## src/rtl/i2c_codec_writer.sv

```systemverilog
// i2c_codec_writer: single-shot I2C write master for an audio codec control word.
// Sends {DEV_ADDR,W}, {reg_addr,reg_data[8]}, reg_data[7:0] as three bytes and
// checks the slave ACK after each byte. SDA and SCL are open-drain: *_en=1 pulls low.
// Optional feature: define I2C_CLK_STRETCH_EN to let a slave stretch SCL high phases.
module i2c_codec_writer #(
    parameter int          CLK_DIV  = 4,
    parameter logic [6:0]  DEV_ADDR = 7'h1A
) (
    input  logic       clk,
    input  logic       rst_n,
    input  logic       start,
    input  logic [6:0] reg_addr,
    input  logic [8:0] reg_data,
    output logic       busy,
    output logic       done,
    output logic       ack_err,
    output logic       sda_out,
    output logic       sda_en,
    input  logic       sda_in,
    output logic       scl_out,
    output logic       scl_en,
    input  logic       scl_in
);

    localparam int CW = (CLK_DIV > 1) ? $clog2(CLK_DIV) : 1;

    typedef enum logic [2:0] {
        S_IDLE,
        S_START,
        S_DATA,
        S_ACK,
        S_STOP,
        S_DONE
    } state_t;

    state_t        state, state_nx;
    logic [CW-1:0] cnt;
    logic [1:0]    phase;
    logic [2:0]    bit_cnt;
    logic [1:0]    byte_cnt;
    logic [23:0]   shreg;
    logic          nack;
    logic          hold;
    logic          ph_end;
    logic          slot_end;
    logic          accept;
    logic          ack_sample;

    assign sda_out = 1'b0;
    assign scl_out = 1'b0;

`ifdef I2C_CLK_STRETCH_EN
    // Slave holds SCL low after we released it: freeze the phase counter.
    assign hold = (phase == 2'd2) && !scl_en && !scl_in;
`else
    assign hold = 1'b0 & scl_in;
`endif

    assign accept     = (state == S_IDLE) && start;
    assign ph_end     = (cnt == CW'(CLK_DIV - 1)) && !hold;
    assign slot_end   = ph_end && (phase == 2'd3);
    assign ack_sample = (state == S_ACK) && (phase == 2'd3) && (cnt == '0);

    // Quarter-phase timing: cnt counts clocks within a phase, phase counts 4 per slot.
    always_ff @(posedge clk or negedge rst_n) begin
        if (!rst_n) begin
            cnt   <= '0;
            phase <= '0;
        end else if (state == S_IDLE || state == S_DONE) begin
            cnt   <= '0;
            phase <= '0;
        end else if (!hold) begin
            if (cnt == CW'(CLK_DIV - 1)) begin
                cnt   <= '0;
                phase <= phase + 2'd1;
            end else begin
                cnt <= cnt + 1'b1;
            end
        end
    end

    // Shift word, bit/byte counters and ACK status.
    always_ff @(posedge clk or negedge rst_n) begin
        if (!rst_n) begin
            shreg    <= '0;
            bit_cnt  <= '0;
            byte_cnt <= '0;
            nack     <= 1'b0;
            ack_err  <= 1'b0;
        end else if (accept) begin
            shreg    <= {DEV_ADDR, 1'b0, reg_addr, reg_data};
            bit_cnt  <= '0;
            byte_cnt <= '0;
            nack     <= 1'b0;
            ack_err  <= 1'b0;
        end else begin
            if (state == S_DATA && slot_end) begin
                shreg   <= {shreg[22:0], 1'b0};
                bit_cnt <= bit_cnt + 3'd1;
            end
            if (ack_sample) begin
                nack <= sda_in;
                if (sda_in)
                    ack_err <= 1'b1;
            end
            if (state == S_ACK && slot_end)
                byte_cnt <= byte_cnt + 2'd1;
        end
    end

    // State register.
    always_ff @(posedge clk or negedge rst_n) begin
        if (!rst_n)
            state <= S_IDLE;
        else
            state <= state_nx;
    end

    // Next-state and bus line decode.
    always_comb begin
        state_nx = state;
        sda_en   = 1'b0;
        scl_en   = 1'b0;
        busy     = 1'b0;
        done     = 1'b0;
        case (state)
            S_IDLE: begin
                if (start)
                    state_nx = S_START;
            end
            S_START: begin
                busy   = 1'b1;
                sda_en = phase[1];
                scl_en = (phase == 2'd3);
                if (slot_end)
                    state_nx = S_DATA;
            end
            S_DATA: begin
                busy   = 1'b1;
                sda_en = !shreg[23];
                scl_en = !phase[1];
                if (slot_end && bit_cnt == 3'd7)
                    state_nx = S_ACK;
            end
            S_ACK: begin
                busy   = 1'b1;
                scl_en = !phase[1];
                if (slot_end)
                    state_nx = (nack || byte_cnt == 2'd2) ? S_STOP : S_DATA;
            end
            S_STOP: begin
                busy   = 1'b1;
                sda_en = (phase != 2'd3);
                scl_en = !phase[1];
                if (slot_end)
                    state_nx = S_DONE;
            end
            S_DONE: begin
                done     = 1'b1;
                state_nx = S_IDLE;
            end
            default: state_nx = S_IDLE;
        endcase
    end

endmodule

```

## config.mk

```make
export PLATFORM = sky130hd
export DESIGN_NAME = i2c_codec_writer
export DESIGN_NICKNAME = d
export VERILOG_FILES = /design/src/rtl/i2c_codec_writer.sv
export SDC_FILE = /design/constraint.sdc
export NUM_CORES = 1
export LEC_CHECK = 0
export CAP_MARGIN = 0
export CORE_MARGIN = 2
export CORE_UTILIZATION = 57
export CTS_CLUSTER_DIAMETER = 40
export CTS_CLUSTER_SIZE = 24
export DETAILED_ROUTE_END_ITERATION = 10
export DONT_BUFFER_PORTS = 1
export GPL_TIMING_DRIVEN = 0
export HOLD_SLACK_MARGIN = 0.08
export PLACE_DENSITY = 0.72
export SYNTH_ARGS = -nofsm -noshare
export SYNTH_HDL_FRONTEND = slang
export SYNTH_SLANG_ARGS = --single-unit
export TNS_END_PERCENT = 20
```

## constraint.sdc

```tcl
create_clock -name clk -period 2.2 [get_ports clk]
set_clock_uncertainty 0.05 [all_clocks]
set_input_delay 0.11 -clock clk [delete_from_list [all_inputs] [get_ports clk]]
set_output_delay 0.11 -clock clk [all_outputs]
set_load 0.03 [all_outputs]
```

==> results by group, run 1 <==
Global route
  – Initial antenna violation count: 0
  – Vias in the first global route: 1476
  – Grt total ovfl: 0
  – Largest net degree at the start of global routing: 39
  – First-pass GRT wire length: 6499 µm
  – GRT Overall Usage: 23.28%

Floorplan
  – Die height: ~60 µm
  – Chip Width: between 60 and 70 µm
  – Die ar.: around 3800 µm²
  – Initial Util: 60.88%
  – CORE AREA: around 3100 µm²
  – Top-Level Pins: 28
  – # rows: 20

Clock tree
  – CTS Buffer Depth: 2
  – Clock latency on the worst-skew pair: approximately 0.34 ns
  – H-tree Lvls: 2
  – Sink Count: 38
  – Worst-path clk slew: approximately 0.10 ns
  – Post-CTS Repair Setup Buffers: 0
  – CTS tree: built
  – CTS Root Cell: clkbuf_4
  – TritonCTS buffer count: 5

Power
  – Power density cells: approximately 520 nW/µm²
  – VDD IR max: a little under 0.0004 V
  – Leakage: around 0.99 nW

Placed design
  – Hpwl dp: ~2600 µm
  – DP Area: 1963 µm²
  – IO Port Bufs: 0
  – RD Place Congestion: 0.7631

Final layout
  – Share of layout cells above drive strength 1: 11.48%
  – Area grow syn2layout: 18.46%
  – N_diodes: 0
  – Commonest non-fill, non-tap cells in the layout: 38 x dfrtp_1, 19 x dlygate4sd3_1, 14 x a221o_1
  – FILL cells: 244
  – Final nets: roughly 240
  – FF+latch area: 950.9 µm²
  – Post-Route Utilization: between 70% and 80%
  – Most common cell after layout, fill and taps aside: dfrtp_1
  – Combined area of the multi-input logic cells: 860.8 µm²
  – Fin area: approximately 2300 µm²

Drt
  – Post-route ant nets: 0
  – Vias per cell: approximately 5.8
  – WL per Instance: around 16 µm
  – First DRT Iteration DRCs: 94
  – Post-Route WL: 3928 µm
  – Drt pass-1 iters: 4
  – Total number of vias: roughly 1500
  – Drt drc: 0

STA
  – Final setup TNS: 0 ns
  – Slew @ Worst Pin: just over 0.6 ns
  – Relative slew margins: 59.68%
  – Tmin final: roughly 2.1 ns
  – Tcrit/Tclk final: a little over nine tenths
  – Final Max Tran Viols: 0
  – Final setup violation count: 0
  – Max Fclk: between 0.4 and 0.5 GHz
  – WHS: roughly 0.17 ns
  – Final-report hold violation count: 0
  – RSZ-0062 raised after global routing: no

Logic synthesis
  – Synth Flop Type: dfrtp_1
  – Post-synth EDFFs: 0
  – Register bit count reported by yosys: 38
  – Area contributors post-synth: dfrtp_1 50%, a221o_1 7.4%, and2_1 4.3%
  – Post-Synthesis Cell Area: around 1900 µm²
  – Yosys warning total: 0
  – Synthesized instance count: roughly 180
  – Area share of the largest cell type after synthesis: between 40% and 50%
  – Register area share after synthesis: 49.93%
  – Mapped Avg Cell Area: between 10 and 15 µm²
  – Post-synth ARST share: 100.0%
  – Post-synth top area cell: dfrtp_1
  – Cell variety after synth: 39

Worst setup path
  – Slowest-stage cell, CP: dfrtp_1
  – Cell chain of the critical path: ha_1 -> buf_2 -> and3b_1 -> buf_2 -> and2_1 -> buf_6 -> buf_6 -> a221o_1
  – Critical R2R Launch: phase[1]$_DFFE_PN0P_
  – Critical path type: reg -> reg
  – R2R Path End: shreg[13]$_DFFE_PN0P_
  – FF-to-FF setup slack: between 0.1 and 0.15 ns
  – Worst Path Max Fanout: 10
  – Buf+Inv Stages, Crit Path: 4
  – Cell depth of the worst setup path: 8
  – Worst setup SP type: flop
  – Max stage delay on crit path: between 0.4 and 0.5 ns
  – Worst endpoint required time: between 2 and 2.5 ns
  – Crit path DAT: 2.27 ns
  – Top delay family on crit path: buffers and inverters
  – Crit end category: flop
  – Worst r2r path cells: 8

Job
  – Max Cap Violations: 0

Run status
  – Status: complete, no violations

Hold path
  – Hold Path Class: in -> async
==> cells in the mapped netlist (all sizes together) (2+ instances only) <==
master / count
a21o: 2
and2: 13
o31ai: 2
nor2b: 4
ha: 6
dfrtp: 38
or3: 2
mux2: 2
xnor2: 2
buf: 9
and4b: 2
a211oi: 4
nor3: 3
nand2: 4
nand3b: 2
clkbuf: 8
o21ai: 9
inv: 9
nor2: 6
nand3: 11
a21oi: 8
nand2b: 9
a221o: 14
==> what timing repair did <==
action,CTS,global route
endpoints found under the setup margin,1,11
hold buffers,20,0
endpoints found under the hold margin,57,0
resized for setup,1,5
==> metrics by stage <==
step,power [W],instances,worst slack (ns)
CTS,0.001179,253,0.06209
detailed placement,0.0007791,227,0.1376
floorplan,0.0007714,183,0.2873
global route,0.001218,253,0.009095
global placement,0.0007763,227,0.1734
finish,0.001167,253,0.1027
==> power by group <==
| group | internal (W) | switching [W] | leakage (nW) | total, W |
|---|---|---|---|---|
| sequential | 0.000718 | 0.0000142 | 0.456 | 0.000732 |
| clock | 0.000144 | 0.000213 | 0.0302 | 0.000357 |
| combinational | 0.0000455 | 0.0000321 | 0.504 | 0.0000775 |
==> worst register-to-register path: cells and delay by family, from the launching register on <==
kind                       cells  cell delay, ns
adders and majority gates      1            0.20
and+or+nand+nor                2            0.33
DFF                            1            0.46
AOI/OAI and AO/OA              1            0.35
buffers and inverters          4            0.60
==> area by class of cell <==
class	count	share of cell area [%]
buffer	17	4.160
clock buffer	6	2.274
inverter	9	1.498
multi-input combinational	119	38.16
sequential	38	42.15
tap	44	2.440
timing repair buffer	20	9.318
==> routing by layer <==
layer	global-route usage (%)	up-vias	part of all wire, %
met1	29.00	723	44
met4	7.903	0	1.5
met5	0	-	0
li1	-	704	-
met2	39.55	34	49
met3	6.004	8	4.7
==> registers in the layout, summed over array words and instances (netlist names) <==
register  flops
state         3
byte_cnt      2
ack_err       1
bit_cnt       3
shreg        24
cnt           2
nack          1
phase         2
==> worst max path at each step <==
stage | start | to | slack [ns]
2_1_floorplan | cnt[0]$_DFF_PN0_ | shreg[12]$_DFFE_PN0P_ | 0.29
3_3_place_gp | cnt[0]$_DFF_PN0_ | shreg[14]$_DFFE_PN0P_ | 0.17
3_5_place_dp | phase[1]$_DFFE_PN0P_ | bit_cnt[1]$_DFFE_PN0P_ | 0.14
4_1_cts | state[0]$_DFFE_PN0P_ | scl_en | 0.06
5_1_grt | state[2]$_DFFE_PN0P_ | sda_en | 0.009
6_report | phase[1]$_DFFE_PN0P_ | shreg[13]$_DFFE_PN0P_ | 0.10
==> cell families after synthesis <==
kind of cell             count (synthesis)  synth area share [%]
buffers and inverters                   26                 6.635
XOR/XNOR                                 2                0.9200
AND/OR/NAND/NOR                         58                 17.94
flip-flops                              38                 49.93
AO/OA/AOI/OAI                           48                 18.73
other                                    1                0.1969
multiplexers                             3                 1.708
adder cells (fa/ha/maj)                  6                 3.942
Power figures use the tool's default switching activity.
==> run 2: changes to the inputs <==
- CELL_PAD_IN_SITES_DETAIL_PLACEMENT: unset -> 1
- CELL_PAD_IN_SITES_GLOBAL_PLACEMENT: unset -> 1
- CORE_UTILIZATION: 57 -> 48
- PLACE_DENSITY: 0.72 -> unset
- PLACE_DENSITY_LB_ADDON: unset -> 0.1
- REMOVE_ABC_BUFFERS: unset -> 1
==> run 2 against run 1 <==
Count of clock-buffer cells in the layout increased by 2. Cell count down 3.6%. Sequential share of layout area up 0.12 points. Total power rose by 17%. Critical path type is now reg -> out. Critical endpoint is now scl_en. Largest power group unchanged. Highest routed layer unchanged.
==> results by group, run 2 (synthesis results as in run 1) <==
Worst setup path
  – Crit end category: output pin
  – Worst Setup EP: scl_en
  – Worst endpoint required time: 2.04 ns (-0.33 ns)
  – Critical R2R Launch: cnt[0]$_DFF_PN0_
  – Worst setup SP type: flop
  – Critical path type: reg -> out
  – CP startpoint: phase[1]$_DFFE_PN0P_
  – FF-to-FF setup slack: 0.17 ns (+0.07 ns)
  – R2R Path End: shreg[5]$_DFFE_PN0P_
  – Worst r2r path cells: 4 (-4)
  – Worst Path Max Fanout: 10 (unchanged)
  – Crit path DAT: 1.92 ns (-0.35 ns)

Global route
  – First-pass GRT wire length: 7017 µm (+8.0%)
  – Largest net degree at the start of global routing: 39 (unchanged)
  – GRT Overall Usage: 21.11% (-2.2 points)
  – Initial antenna violation count: 0 (unchanged)
  – Grt total ovfl: 0 (unchanged)
  – Vias in the first global route: 1521 (+3.0%)

STA
  – Final setup violation count: 0 (unchanged)
  – Final Max Tran Viols: 0 (unchanged)
  – Final-report hold violation count: 0 (unchanged)
  – Relative slew margins: 54.93% (-4.7 points)
  – Tcrit/Tclk final: 94.56% (-0.77 points)
  – Slew @ Worst Pin: 0.6712 ns (+0.06491 ns)
  – Tmin final: 2.080 ns (-0.01692 ns)
  – PnR worst setup slack: 0.1197 ns (+0.01692 ns)
  – Max Fclk: 0.4807 GHz (+0.81%)
  – RSZ-0062 raised after global routing: no
  – WHS: 0.1938 ns (+0.02089 ns)

Drt
  – Post-route ant nets: 0 (unchanged)
  – Drt drc: 0 (unchanged)
  – Vias per cell: 5.775 (-0.55%)
  – Total number of vias: 1409 (-4.1%)
  – WL per Instance: 16.92 µm (+9.0%)
  – Post-Route WL: 4129 µm (+5.1%)
  – First DRT Iteration DRCs: 60 (-36%)
  – Drt pass-1 iters: 4 (unchanged)

Floorplan
  – Initial Util: 50.87% (-10 points)
  – # rows: 22 (+10%)
  – CORE AREA: 3744 µm² (+20%)
  – Die height: 66.99 µm (+8.4%)
  – Chip Width: 66.99 µm (+8.4%)
  – Die ar.: 4487 µm² (+17%)
  – Top-Level Pins: 28 (unchanged)

Final layout
  – FILL cells: 398 (+63%)
  – FF+latch area: 950.9 µm² (unchanged)
  – Fin area: 2250 µm² (-0.28%)
  – Most common cell after layout, fill and taps aside: dfrtp_1
  – Max reg flops: 24 (unchanged)
  – Post-Route Utilization: 60.09% (-12 points)
  – Share of layout cells above drive strength 1: 10.20% (-1.3 points)
  – Final nets: 222 (-6.3%)
  – Top reg by flops: shreg
  – Combined area of the multi-input logic cells: 862.1 µm² (+0.15%)
  – Commonest non-fill, non-tap cells in the layout: 38 x dfrtp_1, 19 x dlygate4sd3_1, 14 x a221o_1
  – Largest regs: shreg (24), bit_cnt (3), state (3)
  – Area grow syn2layout: 18.13%
  – N_diodes: 0 (unchanged)

Clock tree
  – Worst-path clk slew: 0.07 ns (-0.03 ns)
  – H-tree Lvls: 2 (unchanged)
  – CTS tree: built
  – Clock latency on the worst-skew pair: 0.29 ns (-0.05 ns)
  – Sink Count: 38 (unchanged)
  – CTS Root Cell: clkbuf_8
  – TritonCTS buffer count: 5 (unchanged)
  – CTS Buffer Depth: 2 (unchanged)

Power
  – Tot Pwr: 0.001362 W (+17%)
  – VDD IR max: 0.0004674 V (+20%)
  – Leakage: 0.9780 nW (-1.2%)
  – Power density cells: 605.5 nW/µm² (+17%)

Hold path
  – Hold Path Class: in -> reg

Placed design
  – Post-Place Worst Slack: -0.5532 ns (-0.6908 ns)
  – DP Area: 1899 µm² (-3.3%)
  – Hpwl dp: 2436 µm (-5.1%)
  – IO Port Bufs: 0 (unchanged)
  – RD Place Congestion: 0.7201 (-5.6%)

Run status
  – Status: complete, no violations

Job
  – Max Cap Violations: 0 (unchanged)
run 2: worst min path at each step:
stage / from / end / slack [ns] / cells after the start
global route: start / byte_cnt[0]$_DFFE_PN0P_ / 0.22 / 3
finish: start / byte_cnt[0]$_DFFE_PN0P_ / 0.19 / 3
floorplan: rst_n / ack_err$_DFFE_PN0P_ / -0.24 / 0
global placement: rst_n / shreg[23]$_DFFE_PN0P_ / -0.23 / 0
CTS: start / byte_cnt[0]$_DFFE_PN0P_ / 0.19 / 3
detailed placement: rst_n / shreg[23]$_DFFE_PN0P_ / -0.23 / 0
run 2: final cells by class:
type	instances	area share (%)
Tap cell	48	2.670
Sequential cell	38	42.27
Inverter	9	1.502
Timing Repair Buffer	22	10.34
Clock buffer	8	4.894
Multi-Input combinational cell	119	38.32
run 2: what timing repair did:
item                                    4_1_cts  5_1_grt
endpoints found under the setup margin       27        3
pin swaps                                     1        0
hold buffers                                 20        0
resized for setup                             5        2
setup buffers                                 1        0
endpoints found under the hold margin        57        0
run 2: where the power goes:
group          internal [W]   total, W  switching, W
Sequential         0.000718   0.000732     0.0000134
Clock              0.000316   0.000554      0.000238
Combinational     0.0000431  0.0000762     0.0000331
Total               0.00108    0.00136      0.000284
run 2: critical path, cell delays in order, from the launching register on:
cell and delay [ns]:
dfrtp_1 0.43, ha_1 0.40, nand3b_1 0.12, o21a_1 0.14, o22ai_1 0.55
run 2: per-stage QoR:
stage | std cells | TNS [ns]
finish | 244 | 0
global route | 244 | 0
CTS | 244 | 0
detailed placement | 215 | -13.14
global placement | 214 | -32.97
floorplan | 166 | -8.282
run 2: routing by layer:
layer  part of all wire, %  wire [µm]  vias up  track usage (%)
met5                     0          0        -                0
met4                   1.1         47        0            6.122
met3                   3.1        127        4            5.068
met2                    51       2109       26            35.63
met1                    45       1845      709            26.89
li1                      -          -      670                -
==> run 3: changes to the inputs <==
- CORE_UTILIZATION: 48 -> 47
==> run 3 against run 2 <==
Cell area about the same. Wire length barely moved. Hold slack improved by 0.027 ns. Count of clock-buffer cells in the layout is 2 lower. Core utilization decreased by 3.1 points. First-iteration DRC count did not move. Register-to-register slack got worse by 0.04 ns. Cell count is 0.82% higher. Critical endpoint is now shreg[11]$_DFFE_PN0P_. Largest power group unchanged.
==> results by group, run 3 (synthesis results as in run 1) <==
Worst setup path
  – Buf+Inv Stages, Crit Path: 0 (unchanged)
  – Crit end category: flop
  – Critical path type: reg -> reg
  – Worst endpoint required time: 2.37 ns (+0.33 ns)
  – Top delay family on crit path: compound AO/OA/AOI/OAI gates
  – Worst Path Max Fanout: 15 (+5)
  – Worst setup SP type: flop
  – Crit path DAT: 2.24 ns (+0.32 ns)
  – Cell chain of the critical path: ha_1 -> and3b_2 -> a21oi_2 -> a221o_1
  – Slowest-stage cell, CP: a21oi_2
  – Max stage delay on crit path: 0.53 ns (-0.02 ns)

Drt
  – Drt pass-1 iters: 4 (unchanged)
  – WL per Instance: 16.79 µm (-0.79%)
  – Vias per cell: 5.703 (-1.2%)
  – Drt drc: 0 (unchanged)
  – Post-Route WL: 4130 µm (about the same)
  – Post-route ant nets: 0 (unchanged)
  – First DRT Iteration DRCs: 60 (unchanged)
  – Total number of vias: 1403 (-0.43%)

Run status
  – Status: complete, no violations

Clock tree
  – TritonCTS buffer count: 5 (unchanged)
  – Clock latency on the worst-skew pair: 0.29 ns (about the same)
  – Worst-path clk slew: 0.08 ns (about the same)
  – H-tree Lvls: 2 (unchanged)
  – CTS Root Cell: clkbuf_8
  – CTS Buffer Depth: 2 (unchanged)
  – Sink Count: 38 (unchanged)
  – CTS tree: built

Global route
  – Initial antenna violation count: 0 (unchanged)
  – First-pass GRT wire length: 6796 µm (-3.1%)
  – Grt total ovfl: 0 (unchanged)
  – GRT Overall Usage: 20.31% (-0.80 points)
  – Largest net degree at the start of global routing: 39 (unchanged)
  – Vias in the first global route: 1472 (-3.2%)

Final layout
  – Area grow syn2layout: 18.07% (about the same)
  – N_diodes: 0 (unchanged)
  – Most common cell after layout, fill and taps aside: dfrtp_1
  – Top reg by flops: shreg
  – Fin area: 2248 µm² (about the same)
  – Final nets: 222 (unchanged)
  – Share of layout cells above drive strength 1: 9.694% (-0.51 points)
  – Commonest non-fill, non-tap cells in the layout: 38 x dfrtp_1, 19 x dlygate4sd3_1, 14 x a221o_1
  – Largest regs: shreg (24), bit_cnt (3), state (3)
  – Max reg flops: 24 (unchanged)
  – Post-Route Utilization: 57.03% (-3.1 points)

STA
  – Tcrit/Tclk final: 93.93% (-0.63 points)
  – Max Fclk: 0.4839 GHz (+0.68%)
  – Tmin final: 2.066 ns (-0.01396 ns)
  – Final Max Tran Viols: 0 (unchanged)
  – Relative slew margins: 54.43% (-0.50 points)
  – Final setup violation count: 0 (unchanged)
  – Final-report hold violation count: 0 (unchanged)
  – WHS: 0.2205 ns (+0.02666 ns)
  – Slew @ Worst Pin: 0.6786 ns (+0.007406 ns)
  – RSZ-0062 raised after global routing: no
  – PnR worst setup slack: 0.1336 ns (+0.01396 ns)

Placed design
  – RD Place Congestion: 0.6628 (-8.0%)
  – DP Area: 1898 µm² (about the same)
  – IO Port Bufs: 0 (unchanged)
  – Post-Place Worst Slack: -0.5418 ns (+0.01137 ns)
  – Hpwl dp: 2472 µm (+1.5%)

Power
  – Power density cells: 619.5 nW/µm² (+2.3%)
  – VDD IR max: 0.0003225 V (-31%)
  – Leakage: 0.9708 nW (-0.73%)
  – Tot Pwr: 0.001393 W (+2.3%)

Floorplan
  – CORE AREA: 3943 µm² (+5.3%)
  – Top-Level Pins: 28 (unchanged)
  – # rows: 23 (+4.5%)
  – Die ar.: 4577 µm² (+2.0%)
  – Die height: 67.66 µm (+1.0%)
  – Chip Width: 67.66 µm (+1.0%)
  – Initial Util: 48.30% (-2.6 points)

Job
  – Max Cap Violations: 0 (unchanged)

Hold path
  – Hold Path Class: in -> reg
## run 3: cell types whose count changed in the layout (fill, tap and decap cells not counted)
cell	change
buf_8	-1
clkbuf_8	-3
clkinvlp_4	+1
buf_6	+1
clkbuf_1	+1
bufinv_16	+1
## run 3: worst min-delay path, stage by stage
cell and delay [ns]:
nor4b_4 0.12, buf_6 0.15, nand2_1 0.07, o21ai_0 0.07
## run 3: timing repair
action / in CTS / in global routing
gates cloned: 0 / 0
endpoints found under the hold margin: 57 / 0
hold buffers: 20 / 0
pin swaps: 1 / 0
resized for setup: 4 / 3
setup buffers: 1 / 0
endpoints found under the setup margin: 27 / 28
## run 3: area by class of cell
cell class,count,area [µm²]
Fill cell,419,1694
Clock inverter,2,37.54
Inverter,9,33.78
Clock buffer,6,72.57
Timing Repair Buffer,22,229.0
Sequential cell,38,950.9
Multi-Input combinational cell,119,862.1
Tap cell,50,62.56
## run 3: metal layers
layer,up-vias,track usage [%],part of all wire (%)
met3,4,6.000,3.8
li1,670,-,-
met4,0,6.888,0.97
met2,27,35.29,51
met1,702,23.79,44
met5,-,0,0
## run 3: power breakdown
| part | internal (W) | total, W | switching, W |
|---|---|---|---|
| sequential | 0.000718 | 0.000732 | 0.0000142 |
| clock | 0.000338 | 0.000585 | 0.000246 |
| combinational | 0.0000431 | 0.0000759 | 0.0000329 |
## run 3: path summary, 6_finish.rpt
kind	cells past startpoint	start	endpoint	slack (ns)
worst min-delay path	4	start	shreg[0]$_DFFE_PN0P_	0.22
worst max-delay path	4	cnt[0]$_DFF_PN0_	shreg[11]$_DFFE_PN0P_	0.13
max in group asynchronous	2	rst_n	shreg[11]$_DFFE_PN0P_	1.65
worst max register to register	4	cnt[0]$_DFF_PN0_	shreg[11]$_DFFE_PN0P_	0.13
worst min register to register	1	cnt[0]$_DFF_PN0_	cnt[0]$_DFF_PN0_	0.44
min in group asynchronous	2	rst_n	shreg[19]$_DFFE_PN0P_	0.25
## run 3: metrics by stage
stage | TNS, ns | cells
3_5_place_dp | -13.06 | 217
5_1_grt | 0 | 246
6_report | 0 | 246
3_3_place_gp | -33.53 | 216
4_1_cts | 0 | 246
2_1_floorplan | -8.282 | 166
